`config.mk`:
```
export PLATFORM = sky130hd
export DESIGN_NAME = io_stall_controller
export DESIGN_NICKNAME = d
export VERILOG_FILES = /design/src/rtl/io_stall_controller.sv
export SDC_FILE = /design/constraint.sdc
export NUM_CORES = 1
export LEC_CHECK = 0
export ABC_CLOCK_PERIOD_IN_PS = 2900
export CAP_MARGIN = 25
export CORE_ASPECT_RATIO = 0.7
export CORE_MARGIN = 4
export CORE_UTILIZATION = 45
export DETAILED_ROUTE_END_ITERATION = 16
export GPL_TIMING_DRIVEN = 0
export PLACE_DENSITY = 0.74
export SLEW_MARGIN = 10
export SYNTH_ARGS = -nofsm -noshare
export SYNTH_HDL_FRONTEND = slang
export SYNTH_SLANG_ARGS = --single-unit
export TNS_END_PERCENT = 100
```
`constraint.sdc`:
```
create_clock -name clk -period 2.9 [get_ports clk]
set_clock_uncertainty 0.15 [all_clocks]
set_input_delay 0.58 -clock clk [delete_from_list [all_inputs] [get_ports clk]]
set_output_delay 0.58 -clock clk [all_outputs]
set_load 0.1 [all_outputs]
```
`src/rtl/io_stall_controller.sv`:
```
// Stalls the single-cycle datapath around IN (wait for a debounced ENTER press and release)
// and PRINT (latch a display value, then hold for a fixed number of cycles).
module io_stall_controller #(
    parameter int unsigned DEBOUNCE_CYCLES = 4,
    parameter int unsigned PRINT_STALL     = 2,
    parameter int unsigned DATA_W          = 32,
    parameter int unsigned SW_W            = 4
) (
    input  logic              clk,
    input  logic              reset,
    input  logic              in_req,
    input  logic              print_req,
    input  logic [DATA_W-1:0] print_value,
    input  logic              enter,
    input  logic [SW_W-1:0]   switches,
    output logic              stall,
    output logic              in_valid,
    output logic [SW_W-1:0]   in_data,
    output logic [DATA_W-1:0] display,
    output logic              display_valid,
    output logic [2:0]        state
);

    typedef enum logic [2:0] {
        StIdle        = 3'd0,
        StWaitPress   = 3'd1,
        StWaitRelease = 3'd2,
        StCommit      = 3'd3,
        StPrint       = 3'd4
    } state_e;

    state_e      state_q;
    logic        sync1_q, sync2_q;
    logic        enter_db_q, enter_db_prev_q;
    logic [15:0] db_cnt_q;
    logic [7:0]  print_cnt_q;
    logic        press;

    // Synchronizer plus debounce: enter_db only follows enter_s after it has held steady.
    always_ff @(posedge clk or posedge reset) begin
        if (reset) begin
            sync1_q         <= 1'b0;
            sync2_q         <= 1'b0;
            enter_db_q      <= 1'b0;
            enter_db_prev_q <= 1'b0;
            db_cnt_q        <= '0;
        end else begin
            sync1_q         <= enter;
            sync2_q         <= sync1_q;
            enter_db_prev_q <= enter_db_q;
            if (sync2_q != enter_db_q) begin
                if (db_cnt_q == 16'(DEBOUNCE_CYCLES - 1)) begin
                    enter_db_q <= sync2_q;
                    db_cnt_q   <= '0;
                end else begin
                    db_cnt_q <= db_cnt_q + 16'd1;
                end
            end else begin
                db_cnt_q <= '0;
            end
        end
    end

    // Edge detect means a button already held when IN arrives never counts as a press.
    assign press = enter_db_q & ~enter_db_prev_q;

    always_ff @(posedge clk or posedge reset) begin
        if (reset) begin
            state_q       <= StIdle;
            in_data       <= '0;
            display       <= '0;
            display_valid <= 1'b0;
            print_cnt_q   <= '0;
        end else begin
            unique case (state_q)
                StIdle: begin
                    if (in_req) begin
                        state_q <= StWaitPress;
                    end else if (print_req) begin
                        state_q       <= StPrint;
                        display       <= print_value;
                        display_valid <= 1'b1;
                        print_cnt_q   <= 8'(PRINT_STALL - 1);
                    end
                end
                StWaitPress: begin
                    if (press) begin
                        in_data <= switches;
                        state_q <= StWaitRelease;
                    end
                end
                StWaitRelease: begin
                    if (!enter_db_q) state_q <= StCommit;
                end
                StCommit: state_q <= StIdle;
                StPrint: begin
                    if (print_cnt_q == 8'd0) state_q <= StIdle;
                    else print_cnt_q <= print_cnt_q - 8'd1;
                end
                default: state_q <= StIdle;
            endcase
        end
    end

    always_comb begin
        stall = 1'b0;
        case (state_q)
            StIdle:        stall = in_req | print_req;
            StWaitPress:   stall = 1'b1;
            StWaitRelease: stall = 1'b1;
            StPrint:       stall = (print_cnt_q != 8'd0);
            default:       stall = 1'b0;
        endcase
    end

    assign in_valid = (state_q == StCommit);
    assign state    = state_q;

endmodule

```
[After elaboration in Yosys (flattened, before gate mapping)]
Cells that the tools add are included.
Cells by class
  bitwise gates (word level): 4
  equality and inequality tests: 13
  add/sub/neg operators: 2
  multiplexer cells: 13
  reduce and logical (&&, ||, !) cells: 10
Operators with widths (number)
  two-way mux 16 bit: 2
  two-way mux 8 bit: 3
  adder 16 x 1 -> 16 bit, second input constant: 1
  == test 16 x 2 -> 1 bit, second input constant: 1
  one-hot mux 8 bit (2 select lines): 1
  two-way mux 3 bit: 5
  inequality test 2 bit, second input constant: 6
  one-hot mux 3 bit (4 select lines): 1
  zero test 8 bit: 1
  AND reduction 4 bit: 2
  nonzero test 8 bit: 1
  subtractor 8 x 1 -> 8 bit, second input constant: 1
  == test 3 x 2 -> 1 bit, second input constant: 2
  AND reduction 2 bit: 2
  == test 3 x 1 -> 1 bit, second input constant: 1
  == test 3 bit, second input constant: 1
  zero test 3 bit: 1
  inequality test 3 bit, second input constant: 1
  one-hot mux 1 bit (3 select lines): 1
  AND reduction 3 bit: 1
  NOT 1 bit: 2
  nonzero test 2 bit: 1
  OR reduction 2 bit: 1
  AND 1 bit: 1
  2 further kinds: 2
Word-level totals
  output and inout bits: 42
  input bits: 41
  word-level logic and storage cells: 52
  flip-flop bits (word level): 68

[Longest topological paths before layout]
Gate-level depths: netlist (run 1).
  depth in word-level cells: 4
  gate-level depth with buffers: 7
  gate-level depth less buffers: 6

[Least setup slack after synthesis (run 1)]
No wires, ideal clock.
  path type: flip-flop to output port
  start point: register state_q[2] (netlist: state[2])
  end point: output stall
  setup slack: -0.232 ns
  arrival: 2.402 ns
  stages on the path, launching flop included: 5
  cell sequence: dfrtp_1 -> buf_2 -> nor3b_1 -> o21ai_2 -> nand2_1
On the way
  longest elaborated chain between the ends: 3
  elaborated cells on any way between the ends: 6
  classes of those cells: eq/ne: 3; mux: 1; reduce/logical: 2
Ends and longest elaborated chain
  start, declared: RTL line 32  | state_e state_q;
  start signal, assigned: RTL line 69  | state_q <= StIdle;
  start signal, assigned: RTL line 78  | state_q <= StWaitPress;
  start signal, assigned: RTL line 80  | state_q <= StPrint;
  == test 3 x 2 -> 1 bit / == test 3 x 1 -> 1 bit (equally long branches): RTL line 107  | case (state_q)
  OR reduction 2 bit (no source line)
  one-hot mux 1 bit (3 select lines) *: RTL line 107
  end, declared: RTL line 16  | output logic stall,
Mark *: on every way between the ends. The rest lies on a longest branch, timed or not.

[Final worst setup path (run 1)]
  start point: register print_cnt_q[0]
  end point: output stall
On the way
  longest elaborated chain between the ends: 2
Ends and longest elaborated chain
  start, declared: RTL line 36  | logic [7:0] print_cnt_q;
  start signal, assigned: RTL line 83  | print_cnt_q <= 8'(PRINT_STALL - 1);
  start signal, assigned: RTL line 98  | else print_cnt_q <= print_cnt_q - 8'd1;
  nonzero test 8 bit: RTL line 111  | StPrint: stall = (print_cnt_q != 8'd0);
  one-hot mux 1 bit (3 select lines): RTL line 107
Every way passes these cells.

==> impl_metrics.csv, run 1 <==
group,metric,value,unit
worst_hold_path,min-delay-start,"sync1_q",
critical_path,cp-end-kind,"output pin",
synthesis,synth_area_leaders,"dfrtp_1 58%, nand2_1 14%, xor2_1 3.6%",
finish,layout-drive-gt1-share,0.109,
route,drtIter0Drc,154,
route,vias,2356,
critical_path,critPathBufInv,2,
clock_tree,clock-sinks,68,
finish,syn_to_final_growth,40.0,%
clock_tree,cts_hold_buffers,0,
global_route,grt_pass1_vias,2433,
route,viasPerCell,4.97,
synthesis,syn_area_per_cell,9.85,um2
clock_tree,clk_pin_slew,0.07,ns
route,highest_layer,"met4",
route,final_antenna_net_count,0,
status,outcome,"complete, no violations",
synthesis,yosysSeqAreaShare,0.582,
critical_path,slowest_stage,"or3b_2",
timing,fin_hold_ws,0.209,ns
timing,min_period,2.79,ns
worst_hold_path,hp-class,"reg2reg",
timing,hold_viol,0,
synthesis,yosys_warnings,0,
floorplanning,dieArea,0.00787,mm2
finish,final_util,0.652,
critical_path,r2r_slack,0.73,ns
critical_path,critPathTopFamily,"simple AND/OR/NAND/NOR gates",
floorplanning,pin_count,83,
timing,tightest_slew,1.01,ns
critical_path,arrival,2.06,ns
finish,fin_cells,474,
placement,io_buffers,82,
worst_hold_path,worst_hold_path.endpoint,"sync2_q",
placement,gp_congestion,0.825,
floorplanning,die_y,75.4,um
synthesis,synthesis.nets,341,
timing,slew_violations,0,
floorplanning,core_area,0.00628,mm2
clock_tree,cts_setup_buffers,0,
clock_tree,clk_latency,0.33,ns
finish,diodes,0,
clock_tree,cts-root-buf,"clkbuf_8",
route,route.met3.wl,699,um
worst_hold_path,holdPathStages,0,
finish,multi_input_area,0.00116,mm2
synthesis,ys_types,36,
synthesis,synth_seq_cells,68,
global_route,grtUsageTotal,0.183,
global_route,antenna_found_initial,0,
clock_tree,cts_buffers,9,
clock_tree,clockBufferDepth,2,
timing,rsz0062_at_grt,"false",
global_route,grt_max_degree,54,
route,remaining_drc_errors,0,
critical_path,startpoint_type,"flop",
synthesis,synth_top_area_cell,"dfrtp_1",
clock_tree,htree_levels,3,
critical_path,r2r-end,"db_cnt_q[9]",
critical_path,crit_type,"reg2out",
placement,dp_cells,458,
synthesis,synth_area,0.00292,mm2
floorplanning,chipWidth,104,um
synthesis,synth_top_cell_area_share,0.582,
critical_path,max_stage_delay,0.51,ns
route,wl_per_cell,14.4,um
critical_path,cp.required,2.17,ns
clock_tree,cts_tree,"built",
route,wl,6.81,mm
synthesis,syn_inst,297,
critical_path,reg2reg_from,"db_cnt_q[4]",
global_route,grt_pass1_wl,11.4,mm
timing,slew_headroom,0.323,
route,m1WireLength,3.14,mm
route,met2WireLength,2.88,mm
timing,setup_viol,0,
floorplanning,rows,24,
critical_path,crit_chain,"inv_1, ha_1, or3b_2, o21ai_4, nand2_2, clkbuf_4",
timing,finalCritPeriodShare,0.961,
critical_path,reg2regPathDepth,6,
route,drt_pass1_iterations,4,
run,cap_violations,0,
global_route,gr-total-overflow,0,
finish,fin_nets,435,
finish,num-fill-cells,507,
critical_path,worst-path-max-fanout,5,
placement,dp_hpwl,4.97,mm
finish,regArea,0.00170,mm2
floorplanning,initial_core_util,0.466,
timing,fmax,359,MHz
[cell type report]
cell class,instances,area share
Timing Repair Buffer,83,0.207
Buffer,12,0.0168
Clock buffer,12,0.0379
Sequential cell,68,0.416
Multi-Input combinational cell,214,0.283
Clock inverter,4,0.0116
Inverter,3,0.00336
Tap cell,78,0.0238
[worst register-to-register path, cell delays in order, from the launching register on]
cell      delay [ns]
dfrtp_1         0.36
clkbuf_1        0.19
nor4_1          0.37
nand4_1         0.24
nand2_1         0.25
clkbuf_1        0.38
nor2_1          0.10
[stage by stage]
stage | instance area [um2] | worst slack, ns | TNS [ns]
2_1_floorplan | 2930 | 0.0103 | 0
3_3_place_gp | 3850 | -0.695 | -47.45
3_5_place_dp | 3880 | -0.463 | -0.463
4_1_cts | 4080 | 0.00954 | 0
5_1_grt | 4090 | 0.0118 | 0
6_report | 4090 | 0.113 | 0
[worst max-delay path by stage]
| stage | from | slack (ns) | to | depth (start not counted) |
|---|---|---|---|---|
| floorplan | state[2] | 0.01 | stall | 4 |
| global placement | reset | -0.69 | state[0] | 2 |
| detailed placement | in_req | -0.46 | stall | 5 |
| CTS | state[1] | 0.01 | in_valid | 3 |
| global route | print_cnt_q[0] | 0.01 | stall | 6 |
| finish | print_cnt_q[0] | 0.11 | stall | 6 |
[layout by cell type, fill, tap and decap left out, types with 2 or more instances in the layout]
master           count
xnor2_1              2
clkbuf_1             4
mux2_2               6
a21oi_1              4
nor3_1               2
nand3_1              9
o31ai_1              2
nand2b_1             2
and3_1               2
xor2_1              12
or3b_2               2
clkinv_2             2
buf_2                7
nor3b_2              2
o21ai_0              5
buf_6                2
dfrtp_1             68
or4_1                2
nand4_1              9
inv_1                2
clkbuf_8            11
mux2i_1              3
clkdlybuf4s50_1     80
nor4_1               4
or3_1                2
and4_1               4
nand2_1            106
nor2_1              19
ha_1                 3
[registers in the layout (all words and copies together) (netlist names)]
signal / count
state: 3
print_cnt_q: 8
in_data: 4
enter_db_prev_q: 1
sync1_q: 1
enter_db_q: 1
sync2_q: 1
db_cnt_q: 16
display_valid: 1
display: 32
[synthesized netlist by cell type, drive strengths merged]
master,count
nor3b,3
o21ai,6
xnor2,2
nor2b,1
and4,4
nand2b,2
a21oi,4
or3b,3
buf,9
and2,1
or3,3
nand3,9
mux2i,3
o31ai,2
clkbuf,3
dfrtp,68
nand3b,1
nor3,2
xor2,12
a2111oi,1
nor4b,1
and3,2
inv,3
ha,3
nor4,4
nand4,9
or4,2
mux2,6
nor2,20
or2,1
nand2,107
[cell families (layout without fill, tap and decap cells)]
| logic type | after synthesis | count (layout) | synth area share |
|---|---|---|---|
| compound gates | 13 | 13 | 0.0287 |
| xor+xnor | 14 | 14 | 0.0419 |
| fa+ha+maj | 3 | 3 | 0.0128 |
| buf+inv | 15 | 114 | 0.0274 |
| flops | 68 | 68 | 0.582 |
| mux | 9 | 9 | 0.0334 |
| simple gates | 175 | 175 | 0.274 |
[layer usage]
| layer | up-vias | track usage |
|---|---|---|
| met5 | - | 0 |
| met4 | 0 | 0.0487 |
| met3 | 13 | 0.0991 |
| met2 | 78 | 0.286 |
| met1 | 1096 | 0.226 |
| li1 | 1169 | - |
[repair_timing]
action | in CTS | in global routing
hold endpoints to repair | 0 | 0
resized for setup | 5 | 4
endpoints found under the setup margin | 1 | 2
Power of run 1 is left out: the tool's default activity adds up to more than one toggle a clock period on the data nets, which glitch-free logic cannot reach.
==> run 2: changes to the inputs <==
--- a/config.mk
+++ b/config.mk
@@ -10,6 +10,7 @@
 export CORE_ASPECT_RATIO = 0.7
 export CORE_MARGIN = 4
 export CORE_UTILIZATION = 45
+export CTS_CLUSTER_SIZE = 14
 export DETAILED_ROUTE_END_ITERATION = 16
 export GPL_TIMING_DRIVEN = 0
 export PLACE_DENSITY = 0.74
==> results of run 2 <==
Same layout as run 1: the final DEF is identical, and so are final timing and power.
Power of run 2 is left out for the same reason.
